**src/rtl/fifo_wptr_ctrl_if.sv**
```systemverilog
// Write-side bus of the async FIFO pointer controller: producer request, read-domain
// pointer input, and the memory strobe / flags / occupancy returned by the controller.
interface fifo_wptr_ctrl_if #(
    parameter int ADDR_SIZE = 4
);
    logic                 winc;
    logic [ADDR_SIZE:0]   rptr_gray;
    logic                 wen;
    logic [ADDR_SIZE-1:0] waddr;
    logic [ADDR_SIZE:0]   wptr_gray;
    logic                 wfull;
    logic                 walmost_full;
    logic [ADDR_SIZE:0]   wcount;
    logic                 woverflow;

    modport master (
        output winc, rptr_gray,
        input  wen, waddr, wptr_gray, wfull, walmost_full, wcount, woverflow
    );

    modport slave (
        input  winc, rptr_gray,
        output wen, waddr, wptr_gray, wfull, walmost_full, wcount, woverflow
    );
endinterface

```
**src/rtl/fifo_wptr_ctrl.sv**
```systemverilog
// Write-domain pointer controller for an async FIFO: binary/Gray write pointer,
// 2-FF synchronized read pointer, full / almost-full flags, occupancy and overflow.
module fifo_wptr_ctrl #(
    parameter int ADDR_SIZE    = 4,
    parameter int AFULL_THRESH = 12
) (
    input  logic           wclk,
    input  logic           wrst_n,
    fifo_wptr_ctrl_if.slave bus
);
    localparam int A = ADDR_SIZE;
    localparam logic [A:0] AFULL_T = AFULL_THRESH[A:0];

    logic [A:0] wbin;
    logic [A:0] wgray;
    logic [A:0] rq1;
    logic [A:0] rq2;
    logic [A:0] rbin_s;
    logic [A:0] wbin_next;
    logic [A:0] wgray_next;
    logic [A:0] wcount_next;
    logic       full_next;
    logic       wfull_q;
    logic       wafull_q;
    logic [A:0] wcount_q;
    logic       wovf_q;
    logic       wen_c;

    assign wen_c = bus.winc & ~wfull_q;

    // NOTE: every variable driven here gets a value on every pass, so no latch is inferred.
    always_comb begin
        rbin_s = '0;
        for (int i = 0; i <= A; i++) begin
            rbin_s[i] = ^(rq2 >> i);
        end
    end

    always_comb begin
        wbin_next   = wbin + {{A{1'b0}}, wen_c};
        wgray_next  = (wbin_next >> 1) ^ wbin_next;
        // Full when the next write pointer is exactly one lap ahead of the synced read pointer.
        full_next   = (wgray_next == {~rq2[A:A-1], rq2[A-2:0]});
        wcount_next = wbin_next - rbin_s;
    end

    // NOTE: state registers use non-blocking assignments so all flops sample pre-edge values.
    always_ff @(posedge wclk) begin
        if (!wrst_n) begin
            wbin     <= '0;
            wgray    <= '0;
            rq1      <= '0;
            rq2      <= '0;
            wfull_q  <= 1'b0;
            wafull_q <= 1'b0;
            wcount_q <= '0;
            wovf_q   <= 1'b0;
        end else begin
            rq1      <= bus.rptr_gray;
            rq2      <= rq1;
            wbin     <= wbin_next;
            wgray    <= wgray_next;
            wfull_q  <= full_next;
            wafull_q <= (wcount_next >= AFULL_T);
            wcount_q <= wcount_next;
            wovf_q   <= wovf_q | (bus.winc & wfull_q);
        end
    end

    // The Gray pointer leaves straight from its register so the read domain never sees a glitch.
    assign bus.wen          = wen_c;
    assign bus.waddr        = wbin[A-1:0];
    assign bus.wptr_gray    = wgray;
    assign bus.wfull        = wfull_q;
    assign bus.walmost_full = wafull_q;
    assign bus.wcount       = wcount_q;
    assign bus.woverflow    = wovf_q;
endmodule

```
**src/flat_wrapper.sv**
```systemverilog
// flat-port wrapper written by rule: the top's interface ports become plain ports
module fifo_wptr_ctrl_flat 
#(
    parameter int ADDR_SIZE    = 4,
    parameter int AFULL_THRESH = 12
)
  (wclk, wrst_n, bus_winc, bus_rptr_gray, bus_wen, bus_waddr, bus_wptr_gray, bus_wfull, bus_walmost_full, bus_wcount, bus_woverflow);
  fifo_wptr_ctrl_if #(.ADDR_SIZE(ADDR_SIZE)) bus_i ();
  input  logic wclk;
  input  logic wrst_n;
  input wire logic [$bits(bus_i.winc)-1:0] bus_winc;
  input wire logic [$bits(bus_i.rptr_gray)-1:0] bus_rptr_gray;
  output wire logic [$bits(bus_i.wen)-1:0] bus_wen;
  output wire logic [$bits(bus_i.waddr)-1:0] bus_waddr;
  output wire logic [$bits(bus_i.wptr_gray)-1:0] bus_wptr_gray;
  output wire logic [$bits(bus_i.wfull)-1:0] bus_wfull;
  output wire logic [$bits(bus_i.walmost_full)-1:0] bus_walmost_full;
  output wire logic [$bits(bus_i.wcount)-1:0] bus_wcount;
  output wire logic [$bits(bus_i.woverflow)-1:0] bus_woverflow;
  assign bus_i.winc = bus_winc;
  assign bus_i.rptr_gray = bus_rptr_gray;
  assign bus_wen = bus_i.wen;
  assign bus_waddr = bus_i.waddr;
  assign bus_wptr_gray = bus_i.wptr_gray;
  assign bus_wfull = bus_i.wfull;
  assign bus_walmost_full = bus_i.walmost_full;
  assign bus_wcount = bus_i.wcount;
  assign bus_woverflow = bus_i.woverflow;
  fifo_wptr_ctrl #(.ADDR_SIZE(ADDR_SIZE), .AFULL_THRESH(AFULL_THRESH)) u_core (.wclk(wclk), .wrst_n(wrst_n), .bus(bus_i));
endmodule
```
**config.mk**
```make
export PLATFORM = sky130hd
export DESIGN_NAME = fifo_wptr_ctrl_flat
export DESIGN_NICKNAME = d
export VERILOG_FILES = /design/src/rtl/fifo_wptr_ctrl_if.sv /design/src/rtl/fifo_wptr_ctrl.sv /design/src/flat_wrapper.sv
export SDC_FILE = /design/constraint.sdc
export NUM_CORES = 1
export LEC_CHECK = 0
export BUFFER_PORTS_ARGS = -buffer_cell sky130_fd_sc_hd__buf_2
export CAP_MARGIN = 20
export CELL_PAD_IN_SITES_DETAIL_PLACEMENT = 0
export CELL_PAD_IN_SITES_GLOBAL_PLACEMENT = 1
export CORE_ASPECT_RATIO = 1.25
export CORE_MARGIN = 4
export CORE_UTILIZATION = 41
export CTS_CLUSTER_DIAMETER = 200
export DETAILED_ROUTE_END_ITERATION = 8
export PLACE_DENSITY = 0.76
export SLEW_MARGIN = 20
export SYNTH_ARGS = -nofsm -noshare
export SYNTH_HDL_FRONTEND = slang
export SYNTH_SLANG_ARGS = --single-unit
```
**constraint.sdc**
```tcl
create_clock -name wclk -period 2.85 [get_ports wclk]
set_input_delay 0.285 -clock wclk [delete_from_list [all_inputs] [get_ports wclk]]
set_output_delay 0.285 -clock wclk [all_outputs]
set_load 0.05 [all_outputs]
```
==> flow_summary.yaml, run 1 <==
power:
  p_leak_nw: 0.662
  p_total_mw: 0.878
  ir_drop_v: 0.000336
  p_per_area_mw_per_mm2: 614
clocking:
  cts_setup_buffers: 0
  h-tree-depth: 1
  cts.clk_slew.worst_paths_ns: 0.15
  cts_buffers: 3
  postCtsHoldBufs: 0
  cts_tree: "built"
  clock_tree.buffer_depth: 2
  numClockSinks: 27
  ctsResizeCount: 0
  clkLatencyLatePin_ns: 0.33
  root_buffer: "clkbuf_4"
die:
  chipWidth_um: 56.9
  initial_core_util_pct: 44.0
  rows: 21
  dieArea_mm2: 0.00394
  io_pins: 26
  core-area_mm2: 0.00279
  dieHeight_um: 69.1
grt:
  grt_max_degree: 28
  grt_pass1_vias: 839
  antenna_found_initial: 0
  grt_remaining_overflow: 0
  grt_pass1_wl_mm: 3.82
  globalRouteTotalUtil_pct: 12.4
layout:
  final_cell_area_mm2: 0.00143
  stdcell_count: 175
  drive_above_1_share_pct: 28.4
  layout.area.seq_um2: 541
  final_common_cell: "dfxtp_1"
  nets: 156
  num-fill-cells: 287
  area_delta_synth_final_pct: 16.7
  multi_input_area_um2: 662
  layout_common_cells: "dfxtp_1 (27), buf_2 (25), and2_1 (18), xnor2_1 (9)"
  fin_util_pct: 51.4
  antenna_cells: 0
logic_synthesis:
  synth_top_family_by_area: "XOR/XNOR gates"
  synth_cells: 114
  synth_cell_type_count: 31
  synth_seq_cells: 27
  synth.cell_area_mm2: 0.00123
  synth_compound_area_share_pct: 6.63
  synthMuxAreaShare_pct: 1.94
  synth_area_per_cell_um2: 10.8
  yosysSeqAreaShare_pct: 44.1
  synth-xor-area-share_pct: 19.1
  synthAdderAreaFrac_pct: 6.12
  synth-simple-area-share_pct: 19.0
  syn_nets: 128
  yosysWarnings: 0
place:
  post-place-cells: 171
  place_ws_ns: 0.279
  dp_hpwl_mm: 1.74
  portBuffers: 25
  placed_cell_area_mm2: 0.00140
  gp_congestion: 0.762
detailed_routing:
  vias: 831
  wl_per_cell_um: 12.8
  routed_wl_mm: 2.24
  ant_nets: 0
  drtPass1Iterations: 5
  viasPerCell: 4.75
  drc_errors: 0
  drt_iter0_markers: 22
worst_setup_path:
  worstPathArrival_ns: 2.79
  critPathCaptureType: "flop"
  cp.required_ns: 3.09
  timing.rr.start: "u_core.rq2[4]"
  startpoint: "u_core.rq2[4]"
  criticalPathCategory: "reg2reg"
  cp-start-kind: "flop"
  r2r_cells: 10
  crit_fanout: 4
timing:
  setup-violations-final: 0
  clock_skew_ns: 0.00883
  tns_ns: 0
  timing.final.crit_share_pct: 89.5
  worst_pin_slew_ns: 0.392
  period_needed_ns: 2.55
  whs_ns: 0.145
  slew_headroom_pct: 73.2
  fmax_mhz: 392
  slew_violations: 0
  finalHoldViolCount: 0
  setup_ws_ns: 0.300
  rsz0062_at_grt: "no"
min_path:
  hold_class: "in2reg"
  hold_depth: 2
  min-delay-start: "bus_rptr_gray[4]"
job:
  maxCapViolations: 0
status:
  status: "finished clean"
-- worst paths after layout --
kind	slack, ns	endpoint
hold reg to reg	0.45	u_core.rq2[0]
setup reg to reg	0.30	u_core.bus.wcount[3]
setup / recovery	0.30	u_core.bus.wcount[3]
hold / removal	0.14	u_core.rq1[4]
-- synthesized netlist by cell type --
cell        n  share of area [%]
a2111oi_0   1               0.71
a21o_1      1               0.61
a21oi_1     2               0.82
a21oi_2     1               0.71
a22oi_1     1               0.61
and2_1     18                9.2
and3_1      2                1.0
buf_2       1               0.41
clkbuf_1    2               0.61
dfxtp_1    27                 44
ha_1        6                6.1
inv_1       6                1.8
inv_2       1               0.31
mux2i_1     1               0.82
mux2i_2     1                1.1
nand2_1     2               0.61
nand2b_1    3                1.5
nand3_1     1               0.41
nor2_1      4                1.2
nor2b_1     7                3.6
nor3_1      1               0.41
nor4_1      2                1.0
o2111ai_1   1               0.71
o21ai_0     1               0.41
o311ai_1    1               0.71
o41ai_2     1                1.3
xnor2_1     9                6.4
xnor2_4     2                4.5
xor2_1      5                3.6
xor2_2      2                2.7
xor3_1      1                1.9
-- cell families after synthesis --
logic type,count (synthesis)
simple gates,40
flops,27
xor+xnor,19
compound gates,10
buf+inv,10
fa+ha+maj,6
mux,2
-- sequential cells by signal, summed over array words and instances (netlist names) --
register and cells:
u_core.bus.wcount 5, u_core.bus.walmost_full 1, u_core.bus.woverflow 1, u_core.rq1 5, u_core.wbin 4, u_core.rq2 5
u_core.bus.wptr_gray 5, u_core.bus.wfull 1
-- per-layer routing --
| layer | track usage [%] | vias up | share of wire, % |
|---|---|---|---|
| li1 | - | 421 | - |
| met1 | 14.0 | 390 | 41 |
| met2 | 22.4 | 16 | 54 |
| met3 | 1.68 | 4 | 3.9 |
| met4 | 5.41 | 0 | 1.5 |
| met5 | 0 | - | 0 |
-- area by class of cell --
class,count,area share (%)
Clock buffer,3,1.57
Clock inverter,1,0.350
Inverter,7,1.84
Multi-Input combinational cell,77,46.2
Sequential cell,27,37.8
Tap cell,34,2.97
Timing Repair Buffer,26,9.27
-- report_power, final --
part           leakage [nW]  internal (mW)  switching, mW
Clock                0.0177         0.0527          0.113
Sequential            0.222          0.411         0.0123
Combinational         0.422          0.100          0.189
-- worst max-delay path, cell delays in order, from the launching register on --
cell and delay (ns):
dfxtp_1 0.44, xor2_2 0.26, inv_2 0.11, xnor2_4 0.22, xnor2_1 0.09, ha_1 0.23, nor2b_1 0.16, and3_1 0.19
a2111oi_0 0.38, o311ai_1 0.19, and2_1 0.19
No activity file was read; power rests on OpenSTA's default activity.
==> inputs of run 2 (changes only) <==
--- a/config.mk
+++ b/config.mk
@@ -11,10 +11,10 @@
 export CELL_PAD_IN_SITES_GLOBAL_PLACEMENT = 1
 export CORE_ASPECT_RATIO = 1.25
 export CORE_MARGIN = 4
-export CORE_UTILIZATION = 41
+export CORE_UTILIZATION = 30
 export CTS_CLUSTER_DIAMETER = 200
 export DETAILED_ROUTE_END_ITERATION = 8
-export PLACE_DENSITY = 0.76
+export PLACE_DENSITY = 0.59
 export SLEW_MARGIN = 20
 export SYNTH_ARGS = -nofsm -noshare
 export SYNTH_HDL_FRONTEND = slang
==> run 2 against run 1 <==
Effect of this change:
- sequential share of layout area shrank 1.1 points
- largest power group unchanged
- non-clock buffer count unchanged
- register-to-register slack hardly changed
- sequential power hardly changed
- first-iteration DRC count fell by 77%
- critical path type unchanged
- total power increased by 5.5%
==> flow_summary.yaml, run 2 (synthesized netlist as in run 1, its figures left out) <==
status:
  status: "finished clean"
timing:
  clock_skew_ns: 0.00104
  fmax_mhz: 393
  timing.final.crit_share_pct: 89.3
  setup-violations-final: 0
  whs_ns: 0.211
  tns_ns: 0
  period_needed_ns: 2.54
  slew_headroom_pct: 75.7
  worst_pin_slew_ns: 0.355
  slew_violations: 0
  finalHoldViolCount: 0
  rsz0062_at_grt: "no"
  setup_ws_ns: 0.306
layout:
  fin_util_pct: 38.0
  antenna_cells: 0
  drive_above_1_share_pct: 28.4
  final_cell_area_mm2: 0.00148
  stdcell_count: 195
  num-fill-cells: 413
  layout_common_cells: "dfxtp_1 (27), buf_2 (25), and2_1 (18), xnor2_1 (9)"
  final_common_cell: "dfxtp_1"
  area_delta_synth_final_pct: 20.3
  nets: 156
die:
  chipWidth_um: 65.2
  rows: 25
  dieHeight_um: 79.5
  core-area_mm2: 0.00388
  dieArea_mm2: 0.00518
  initial_core_util_pct: 31.6
  io_pins: 26
worst_setup_path:
  crit_fanout: 4
  critPathCaptureType: "flop"
  criticalPathCategory: "reg2reg"
  timing.rr.start: "u_core.rq2[4]"
  r2r-end: "u_core.bus.walmost_full"
  crit_chain: "xor2_2 -> inv_2 -> xnor2_4 -> xnor2_1 -> ha_1 -> inv_1 -> ha_1 -> nor4_1 -> a21oi_1 -> o41ai_2 -> mux2i_1 -> a21o_1"
  r2r_slack_ns: 0.31
  r2r_cells: 12
  cp-start-kind: "flop"
  path_common_cell: "ha_1"
  cp.required_ns: 3.07
  cpPeakStageDelay_ns: 0.42
  worstPathArrival_ns: 2.77
  crit_end: "u_core.bus.walmost_full"
  slowest_stage: "dfxtp_1"
  startpoint: "u_core.rq2[4]"
place:
  post-place-cells: 191
  dp_hpwl_mm: 1.74
  placed_cell_area_mm2: 0.00143
  portBuffers: 25
  place_ws_ns: 0.297
  gp_congestion: 0.886
grt:
  grt_max_degree: 28
  use_met2_pct: 17.0
  globalRouteTotalUtil_pct: 9.18
  grtUsageMet1_pct: 9.37
  grt_remaining_overflow: 0
  grt_pass1_vias: 867
  grt_pass1_wl_mm: 3.62
  antenna_found_initial: 0
  gr-usage-met3_pct: 2.11
  top_usage_layer: "met2"
clocking:
  postCtsHoldBufs: 0
  cts_setup_buffers: 0
  cts.clk_slew.worst_paths_ns: 0.09
  cts_buffers: 3
  clock_tree.buffer_depth: 2
  clkLatencyLatePin_ns: 0.27
  h-tree-depth: 1
  cts_tree: "built"
  root_buffer: "clkbuf_8"
  ctsResizeCount: 0
  numClockSinks: 27
power:
  p_per_area_mw_per_mm2: 628
  ir_drop_v: 0.000284
  p_comb_share_pct: 31.3
  p_int_mw: 0.609
  p_clk_share_pct: 23.1
  p_sw_share_pct: 34.3
  p_total_mw: 0.927
  sequentialPowerShare_pct: 45.5
  power_switching_mw: 0.318
  p_leak_nw: 0.670
min_path:
  hold_depth: 2
  hold_class: "in2reg"
  min-delay-start: "bus_rptr_gray[2]"
detailed_routing:
  vias: 831
  ant_nets: 0
  wl_per_cell_um: 11.4
  routed_wl_mm: 2.23
  drtPass1Iterations: 3
  viasPerCell: 4.26
  drt_iter0_markers: 5
  drc_errors: 0
job:
  maxCapViolations: 0
run 2: how the worst min path moves through the flow:
stage / to / slack (ns)
floorplan: u_core.rq2[0] / 0.41
global placement: u_core.rq2[0] / 0.41
detailed placement: u_core.rq2[0] / 0.42
CTS: u_core.rq1[2] / 0.21
global route: u_core.rq1[4] / 0.21
finish: u_core.rq1[2] / 0.21
run 2: area by class of cell:
type	count	area, um2	share of cell area, %
sequential	27	541	36.6
multi-input combinational	77	662	44.9
timing repair buffer	26	133	8.99
inverter	7	26.3	1.78
clock buffer	3	41.3	2.80
clock inverter	1	5.00	0.339
tap	54	67.6	4.58
run 2: routing by layer:
metal / vias to the layer above / wire length, um
met2: 18 / 1150
met1: 382 / 903
met4: 0 / 63
li1: 423 / -
met5: - / 0
met3: 8 / 110
run 2: critical path: cells and delay by family (launching register included):
| family | cells | cell delay (ns) |
|---|---|---|
| fa+ha+maj | 2 | 0.46 |
| simple gates | 1 | 0.27 |
| compound gates | 3 | 0.27 |
| xor+xnor | 3 | 0.62 |
| flops | 1 | 0.42 |
| buf+inv | 2 | 0.18 |
| mux | 1 | 0.28 |
run 2: power by group through the flow:
stage / registers, mW / clock network, mW / logic [mW]
2_1_floorplan: 0.529 / 0 / 0.138
3_3_place_gp: 0.431 / 0 / 0.293
3_5_place_dp: 0.432 / 0 / 0.294
4_1_cts: 0.423 / 0.225 / 0.295
5_1_grt: 0.426 / 0.236 / 0.313
6_report: 0.422 / 0.214 / 0.291
